<file path="config.mk">
export PLATFORM = sky130hd
export DESIGN_NAME = nonce_sweep_scheduler_flat
export DESIGN_NICKNAME = d
export VERILOG_FILES = /design/src/rtl/nonce_sweep_scheduler_if.sv /design/src/rtl/nonce_sweep_scheduler.sv /design/src/flat_wrapper.sv
export SDC_FILE = /design/constraint.sdc
export NUM_CORES = 1
export LEC_CHECK = 0
export CORE_AREA = 4 4 277 279
export DETAILED_ROUTE_END_ITERATION = 16
export DIE_AREA = 0 0 281 283
export GPL_TIMING_DRIVEN = 0
export PLACE_DENSITY = 0.62
export RECOVER_POWER = 25
export SYNTH_ARGS = -nofsm -noshare
export SYNTH_HDL_FRONTEND = slang
export SYNTH_SLANG_ARGS = --single-unit
</file>
<file path="constraint.sdc">
create_clock -name clk -period 6.25 [get_ports clk]
set_input_delay 0.9375 -clock clk [delete_from_list [all_inputs] [get_ports clk]]
set_output_delay 0.9375 -clock clk [all_outputs]
set_load 0.005 [all_outputs]
</file>
<file path="src/rtl/nonce_sweep_scheduler_if.sv">
// Job, message-block and result-return signals between the nonce sweep
// scheduler (slave) and its surroundings (master: job source plus hash pipeline).
interface nonce_sweep_scheduler_if #(
    parameter int WORD_NUM     = 16,
    parameter int DATA_WID     = 32,
    parameter int MAX_INFLIGHT = 128
);
    localparam int INF_W = $clog2(MAX_INFLIGHT) + 1;

    logic [3*DATA_WID-1:0]        iv_job_data;
    logic [DATA_WID-1:0]          iv_nonce_start;
    logic [DATA_WID-1:0]          iv_nonce_end;
    logic                         i_job_vld;
    logic                         o_job_rdy;
    logic                         i_abort;
    logic [WORD_NUM*DATA_WID-1:0] ov_m_data;
    logic                         o_m_data_vld;
    logic                         i_pipe_hold;
    logic                         i_result_vld;
    logic                         i_result_hit;
    logic [DATA_WID-1:0]          ov_found_nonce;
    logic                         o_found_vld;
    logic                         o_job_done;
    logic [INF_W-1:0]             ov_inflight;

    modport master (
        output iv_job_data, iv_nonce_start, iv_nonce_end, i_job_vld, i_abort,
               i_pipe_hold, i_result_vld, i_result_hit,
        input  o_job_rdy, ov_m_data, o_m_data_vld, ov_found_nonce, o_found_vld,
               o_job_done, ov_inflight
    );

    modport slave (
        input  iv_job_data, iv_nonce_start, iv_nonce_end, i_job_vld, i_abort,
               i_pipe_hold, i_result_vld, i_result_hit,
        output o_job_rdy, ov_m_data, o_m_data_vld, ov_found_nonce, o_found_vld,
               o_job_done, ov_inflight
    );
endinterface

</file>
<file path="src/rtl/nonce_sweep_scheduler.sv">
// Sweeps an inclusive, wrapping nonce range, issuing one padded header block per
// cycle under a credit limit and mapping in-order result returns back to nonces.
module nonce_sweep_scheduler #(
    parameter int WORD_NUM     = 16,
    parameter int DATA_WID     = 32,
    parameter int MAX_INFLIGHT = 128
) (
    input  logic                  clk,
    input  logic                  rst_n,
    nonce_sweep_scheduler_if.slave bus
);
    localparam int INF_W = $clog2(MAX_INFLIGHT) + 1;
    localparam logic [INF_W-1:0] INF_MAX = INF_W'(MAX_INFLIGHT);

    typedef enum logic [1:0] {
        ST_IDLE,
        ST_RUN,
        ST_DRAIN
    } state_t;

    state_t                       state_reg;
    logic [3*DATA_WID-1:0]        job_data_reg;
    logic [DATA_WID-1:0]          nonce_end_reg;
    logic [DATA_WID-1:0]          issue_nonce_reg;
    logic [DATA_WID-1:0]          ret_nonce_reg;
    logic                         abort_flag_reg;
    logic [INF_W-1:0]             inflight_reg;
    logic [INF_W-1:0]             inflight_next;
    logic [WORD_NUM*DATA_WID-1:0] m_data_reg;
    logic [WORD_NUM*DATA_WID-1:0] block_next;
    logic                         m_data_vld_reg;
    logic [DATA_WID-1:0]          found_nonce_reg;
    logic                         found_vld_reg;
    logic                         job_done_reg;
    logic                         job_rdy_reg;

    logic ret_ok;
    logic credit_ok;
    logic issue_go;
    logic last_issue;

    // Returns with nothing outstanding are strays (e.g. after a reset) and are dropped.
    assign ret_ok     = bus.i_result_vld && (inflight_reg != '0);
    // A return in the same cycle frees its credit for this cycle's issue decision.
    assign credit_ok  = (inflight_reg < INF_MAX) || ret_ok;
    assign issue_go   = (state_reg == ST_RUN) && !bus.i_pipe_hold && credit_ok && !bus.i_abort;
    assign last_issue = issue_go && (issue_nonce_reg == nonce_end_reg);

    always_comb begin
        inflight_next = inflight_reg;
        if (issue_go && !ret_ok) begin
            inflight_next = inflight_reg + INF_W'(1);
        end else if (!issue_go && ret_ok) begin
            inflight_next = inflight_reg - INF_W'(1);
        end
    end

    // Second header chunk: job words, nonce, SHA-256 pad bit, zeros, 640-bit length.
    genvar gi;
    generate
        for (gi = 0; gi < WORD_NUM; gi++) begin : g_word
            if (gi < 3) begin : g_job
                assign block_next[gi*DATA_WID +: DATA_WID] = job_data_reg[gi*DATA_WID +: DATA_WID];
            end else if (gi == 3) begin : g_nonce
                assign block_next[gi*DATA_WID +: DATA_WID] = issue_nonce_reg;
            end else if (gi == 4) begin : g_pad
                assign block_next[gi*DATA_WID +: DATA_WID] = DATA_WID'(32'h8000_0000);
            end else if (gi == WORD_NUM - 1) begin : g_len
                assign block_next[gi*DATA_WID +: DATA_WID] = DATA_WID'(32'h0000_0280);
            end else begin : g_zero
                assign block_next[gi*DATA_WID +: DATA_WID] = '0;
            end
        end
    endgenerate

    always_ff @(posedge clk or negedge rst_n) begin
        if (!rst_n) begin
            state_reg       <= ST_IDLE;
            job_data_reg    <= '0;
            nonce_end_reg   <= '0;
            issue_nonce_reg <= '0;
            ret_nonce_reg   <= '0;
            abort_flag_reg  <= 1'b0;
            inflight_reg    <= '0;
            m_data_reg      <= '0;
            m_data_vld_reg  <= 1'b0;
            found_nonce_reg <= '0;
            found_vld_reg   <= 1'b0;
            job_done_reg    <= 1'b0;
            job_rdy_reg     <= 1'b1;
        end else begin
            m_data_vld_reg <= issue_go;
            found_vld_reg  <= 1'b0;
            job_done_reg   <= 1'b0;
            inflight_reg   <= inflight_next;

            if (issue_go) begin
                m_data_reg      <= block_next;
                issue_nonce_reg <= issue_nonce_reg + DATA_WID'(1);
            end

            if (ret_ok) begin
                ret_nonce_reg <= ret_nonce_reg + DATA_WID'(1);
                if (bus.i_result_hit && !abort_flag_reg) begin
                    found_vld_reg   <= 1'b1;
                    found_nonce_reg <= ret_nonce_reg;
                end
            end

            case (state_reg)
                ST_IDLE: begin
                    if (bus.i_job_vld) begin
                        job_data_reg    <= bus.iv_job_data;
                        nonce_end_reg   <= bus.iv_nonce_end;
                        issue_nonce_reg <= bus.iv_nonce_start;
                        ret_nonce_reg   <= bus.iv_nonce_start;
                        abort_flag_reg  <= 1'b0;
                        job_rdy_reg     <= 1'b0;
                        state_reg       <= ST_RUN;
                    end
                end
                ST_RUN: begin
                    if (bus.i_abort) begin
                        abort_flag_reg <= 1'b1;
                        state_reg      <= ST_DRAIN;
                    end else if (last_issue) begin
                        state_reg <= ST_DRAIN;
                    end
                end
                ST_DRAIN: begin
                    if (bus.i_abort) begin
                        abort_flag_reg <= 1'b1;
                    end
                    if (inflight_next == '0) begin
                        job_done_reg <= 1'b1;
                        job_rdy_reg  <= 1'b1;
                        state_reg    <= ST_IDLE;
                    end
                end
                default: begin
                    state_reg   <= ST_IDLE;
                    job_rdy_reg <= 1'b1;
                end
            endcase
        end
    end

    assign bus.o_job_rdy      = job_rdy_reg;
    assign bus.ov_m_data      = m_data_reg;
    assign bus.o_m_data_vld   = m_data_vld_reg;
    assign bus.ov_found_nonce = found_nonce_reg;
    assign bus.o_found_vld    = found_vld_reg;
    assign bus.o_job_done     = job_done_reg;
    assign bus.ov_inflight    = inflight_reg;
endmodule

</file>
<file path="src/flat_wrapper.sv">
// flat-port wrapper written by rule: the top's interface ports become plain ports
module nonce_sweep_scheduler_flat 
#(
    parameter int WORD_NUM     = 16,
    parameter int DATA_WID     = 32,
    parameter int MAX_INFLIGHT = 128
)
  (clk, rst_n, bus_iv_job_data, bus_iv_nonce_start, bus_iv_nonce_end, bus_i_job_vld, bus_i_abort, bus_i_pipe_hold, bus_i_result_vld, bus_i_result_hit, bus_o_job_rdy, bus_ov_m_data, bus_o_m_data_vld, bus_ov_found_nonce, bus_o_found_vld, bus_o_job_done, bus_ov_inflight);
  nonce_sweep_scheduler_if #(.WORD_NUM(WORD_NUM), .DATA_WID(DATA_WID), .MAX_INFLIGHT(MAX_INFLIGHT)) bus_i ();
  input  logic clk;
  input  logic rst_n;
  input wire logic [$bits(bus_i.iv_job_data)-1:0] bus_iv_job_data;
  input wire logic [$bits(bus_i.iv_nonce_start)-1:0] bus_iv_nonce_start;
  input wire logic [$bits(bus_i.iv_nonce_end)-1:0] bus_iv_nonce_end;
  input wire logic [$bits(bus_i.i_job_vld)-1:0] bus_i_job_vld;
  input wire logic [$bits(bus_i.i_abort)-1:0] bus_i_abort;
  input wire logic [$bits(bus_i.i_pipe_hold)-1:0] bus_i_pipe_hold;
  input wire logic [$bits(bus_i.i_result_vld)-1:0] bus_i_result_vld;
  input wire logic [$bits(bus_i.i_result_hit)-1:0] bus_i_result_hit;
  output wire logic [$bits(bus_i.o_job_rdy)-1:0] bus_o_job_rdy;
  output wire logic [$bits(bus_i.ov_m_data)-1:0] bus_ov_m_data;
  output wire logic [$bits(bus_i.o_m_data_vld)-1:0] bus_o_m_data_vld;
  output wire logic [$bits(bus_i.ov_found_nonce)-1:0] bus_ov_found_nonce;
  output wire logic [$bits(bus_i.o_found_vld)-1:0] bus_o_found_vld;
  output wire logic [$bits(bus_i.o_job_done)-1:0] bus_o_job_done;
  output wire logic [$bits(bus_i.ov_inflight)-1:0] bus_ov_inflight;
  assign bus_i.iv_job_data = bus_iv_job_data;
  assign bus_i.iv_nonce_start = bus_iv_nonce_start;
  assign bus_i.iv_nonce_end = bus_iv_nonce_end;
  assign bus_i.i_job_vld = bus_i_job_vld;
  assign bus_i.i_abort = bus_i_abort;
  assign bus_i.i_pipe_hold = bus_i_pipe_hold;
  assign bus_i.i_result_vld = bus_i_result_vld;
  assign bus_i.i_result_hit = bus_i_result_hit;
  assign bus_o_job_rdy = bus_i.o_job_rdy;
  assign bus_ov_m_data = bus_i.ov_m_data;
  assign bus_o_m_data_vld = bus_i.o_m_data_vld;
  assign bus_ov_found_nonce = bus_i.ov_found_nonce;
  assign bus_o_found_vld = bus_i.o_found_vld;
  assign bus_o_job_done = bus_i.o_job_done;
  assign bus_ov_inflight = bus_i.ov_inflight;
  nonce_sweep_scheduler #(.WORD_NUM(WORD_NUM), .DATA_WID(DATA_WID), .MAX_INFLIGHT(MAX_INFLIGHT)) u_core (.clk(clk), .rst_n(rst_n), .bus(bus_i));
endmodule
</file>
==> impl_metrics.env <==
export IMPL_ys_ff_latch=368
export IMPL_synthFlopType="dfrtp_1"
export IMPL_critical_path_top_delay_family="buffers and inverters"
export IMPL_holdPathEnd="u_core.bus.ov_m_data[12]"
export IMPL_drc_errors=0
export IMPL_final_setup_viol_count=0
export IMPL_synthMuxAreaShare=0.0795
export IMPL_initial_utilization=0.248
export IMPL_ys_types=63
export IMPL_clkSinkCount=368
export IMPL_critical_path_class="input port to asynchronous set/reset pin"
export IMPL_skew_ps=15.0
export IMPL_viasPerCell=3.79
export IMPL_layout_nets=2806
export IMPL_synth_warnings=0
export IMPL_finalCritPeriodShare=0.619
export IMPL_largest_reg_flops=129
export IMPL_synth_yosys_seq_area_share=0.501
export IMPL_synth_top_family_by_area="buffers and inverters"
export IMPL_synth_area_top_cells="dfrtp_1 (50%), buf_4 (16%), nand2_1 (10%)"
export IMPL_dr_pass1_iters=5
export IMPL_core_area_mm2=0.0742
export IMPL_crit_chain="clkbuf_1 > buf_16 > buf_16"
export IMPL_die_y_um=283
export IMPL_grt_pass1_wl_mm=89.5
export IMPL_hp_start="u_core.job_data_reg[12]"
export IMPL_holdBufCountCts=0
export IMPL_clock_path_buffers=3
export IMPL_fin_util=0.350
export IMPL_cp_start_kind="input port"
export IMPL_crit_arrival_ps=4570
export IMPL_outcome="complete, but fails checks"
export IMPL_syn_area_per_cell_um2=9.88
export IMPL_antenna_found_initial=16
export IMPL_port_buffers=340
export IMPL_post_cts_buffers=0
export IMPL_grt_max_degree=112
export IMPL_hold_class="flop to flop"
export IMPL_drt_initial_drc_count=655
export IMPL_violations="max-capacitance violations, max-slew violations"
export IMPL_dp_slack_ps=1900
export IMPL_rows=100
export IMPL_rsz0062_at_grt="no"
export IMPL_ir_drop_uv=207
export IMPL_die_w_um=281
export IMPL_synth_async_sr_flop_share=1.00
export IMPL_r2r_start="u_core.state_reg[1]"
export IMPL_synthCells=1860
export IMPL_holdPathStages=2
export IMPL_crit_fanout=111
export IMPL_yosys_area_top_type="dfrtp_1"
export IMPL_syn_to_final_growth_pct=41.2
export IMPL_clk_pin_slew_ps=60
export IMPL_end_kind="asynchronous set/reset pin"
export IMPL_power_leakage_nw=12.6
export IMPL_dieArea_mm2=0.0795
export IMPL_final_antenna_net_count=0
export IMPL_insertion_delay_ps=590
export IMPL_r2r_slack_ps=2760
export IMPL_cts_resized=0
export IMPL_place_gp_congestion=0.811
export IMPL_synth_compound_area_frac=0.0372
export IMPL_worstMarginPinSlew_ps=3720
export IMPL_syn_area_mm2=0.0184
export IMPL_cts_htree_levels=2
export IMPL_cp_slowest_cell="clkbuf_1"
export IMPL_cts_tree="built"
export IMPL_avgRoutedWirePerCell_um=16.7
export IMPL_synth_xor_area_share=0.0453
export IMPL_pin_count=723
export IMPL_synth_edf_count=0
export IMPL_synth_top_area_share=0.500
export IMPL_r2r_worst_path_cells=9
export IMPL_max_freq_ghz=0.259
export IMPL_grt_ovfl_total=0
export IMPL_max_stage_delay_ps=2570
export IMPL_grt_pass1_vias=13700
export IMPL_finalWirelength_mm=60.6
export IMPL_track_usage=0.148
export IMPL_timing_final_ws_setup_ps=2380
export IMPL_critPathMostFrequentCell="buf_16"
export IMPL_drive_above_1_share=0.225
export IMPL_cts_made_buffers=44
export IMPL_dp_hpwl_mm=48.1
export IMPL_slew_headroom=-1.48
export IMPL_min_period_ps=3870
export IMPL_cp_required_ps=6950
export IMPL_r2r_end="u_core.bus.ov_m_data[40]"
export IMPL_yosys_area_share_adder=0.00681
export IMPL_vias=13800
export IMPL_hold_viol=0
export IMPL_slew_violations=62
export IMPL_cap_violations=1
export IMPL_p_per_area_mw_per_mm2=429
export IMPL_clock_root_buffer="clkbuf_16"
export IMPL_crit_buf_inv=3
export IMPL_yosys_area_share_simple=0.154
## cells in the final DEF (no fill, tap or decap), types with 4 or more instances in the layout
cell	instances
mux2_2	128
nor2_1	57
clkbuf_1	67
nor4_1	14
clkinv_2	5
o21a_1	4
clkbuf_16	44
a21oi_1	66
o21ai_0	20
buf_1	13
bufinv_16	4
o211ai_1	6
inv_1	20
ha_1	10
conb_1	381
clkdlybuf4s50_1	338
nand2_1	495
buf_4	384
xor2_1	58
nor3_1	9
dfrtp_1	367
diode_2	8
nand4_1	17
a31oi_1	4
and4_1	4
nand3_1	32
xnor2_1	37
and3_1	4
## routing by layer
layer	up-vias	global-route usage	share of wire	routed length, um
li1	6801	-	-	-
met1	6415	0.170	0.39	23600
met2	470	0.262	0.49	29900
met3	82	0.0593	0.098	5950
met4	14	0.0304	0.018	1120
met5	-	0	0.0015	89
## worst max-delay path by stage
stage,slack [ps],cells after the start,endpoint,from
2_1_floorplan,3240,7,u_core.bus.o_job_rdy,bus_i_pipe_hold
3_3_place_gp,-13120,1,u_core.bus.ov_found_nonce[21],rst_n
3_5_place_dp,1900,8,u_core.bus.ov_m_data[121],bus_i_abort
4_1_cts,2520,9,u_core.bus.ov_m_data[121],u_core.state_reg[1]
5_1_grt,1720,3,u_core.bus.ov_found_nonce[13],rst_n
6_report,2380,3,u_core.bus.ov_found_nonce[20],rst_n
## where the power goes
| part | switching [mW] | total, mW | internal [mW] | leakage [nW] |
|---|---|---|---|---|
| Clock | 1.07 | 2.58 | 1.51 | 0.686 |
| Sequential | 0.852 | 4.39 | 3.54 | 4.40 |
| Combinational | 1.93 | 4.16 | 2.23 | 7.52 |
| Total | 3.86 | 11.1 | 7.28 | 12.6 |
## cells in the mapped netlist (3+ instances only)
| cell type | count |
|---|---|
| nand2_1 | 495 |
| buf_4 | 384 |
| dfrtp_1 | 367 |
| mux2_2 | 128 |
| a21oi_1 | 66 |
| xor2_1 | 58 |
| nor2_1 | 57 |
| clkbuf_1 | 52 |
| xnor2_1 | 37 |
| nand3_1 | 32 |
| inv_1 | 20 |
| o21ai_0 | 20 |
| nand4_1 | 17 |
| nor4_1 | 14 |
| buf_1 | 13 |
| ha_1 | 10 |
| nor3_1 | 9 |
| o211ai_1 | 6 |
| a31oi_1 | 4 |
| and3_1 | 4 |
| and4_1 | 4 |
| o21a_1 | 4 |
| nand2b_1 | 3 |
| o22ai_1 | 3 |
| or3_1 | 3 |
## stage by stage
stage                      TNS, ps  power, mW  area (um^2)  hold WS [ps]  instances
after detailed placement         0       8.66        24500           446       3552
after floorplan                  0       6.46        19800           433       2240
after CTS                        0       11.3        25900           274       3627
final                            0       11.1        25900           458       3635
after global placement    -4797940       8.60        24400           439       3549
after global routing             0       12.0        25900           470       3629
## cell families after synthesis
logic type                 count (synthesis)
muxes                                    130
other                                      1
adders and majority gates                 10
buffers and inverters                    473
and+or+nand+nor                          665
AOI/OAI and AO/OA                        118
DFF                                      368
xor gates and xnor gates                  95
## final cells by class
cell class	instances	area, um^2
antenna	8	20.0
buffer	452	3150
clock buffer	61	1190
clock inverter	14	236
fill	7584	48200
inverter	21	78.8
multi-input combinational	1399	7370
sequential	368	9210
tap	969	1210
timing repair buffer	343	3480
## worst reg2reg max path, cell delays in order (launching register included)
cell      delay, ps
dfrtp_1         410
inv_1           130
ha_1            250
nor3b_2         610
nand2_1         330
inv_1           140
clkbuf_1        690
clkbuf_1        550
nand2_1         210
nand2_1         110
Note: power is estimated with default switching activity, not from simulation.
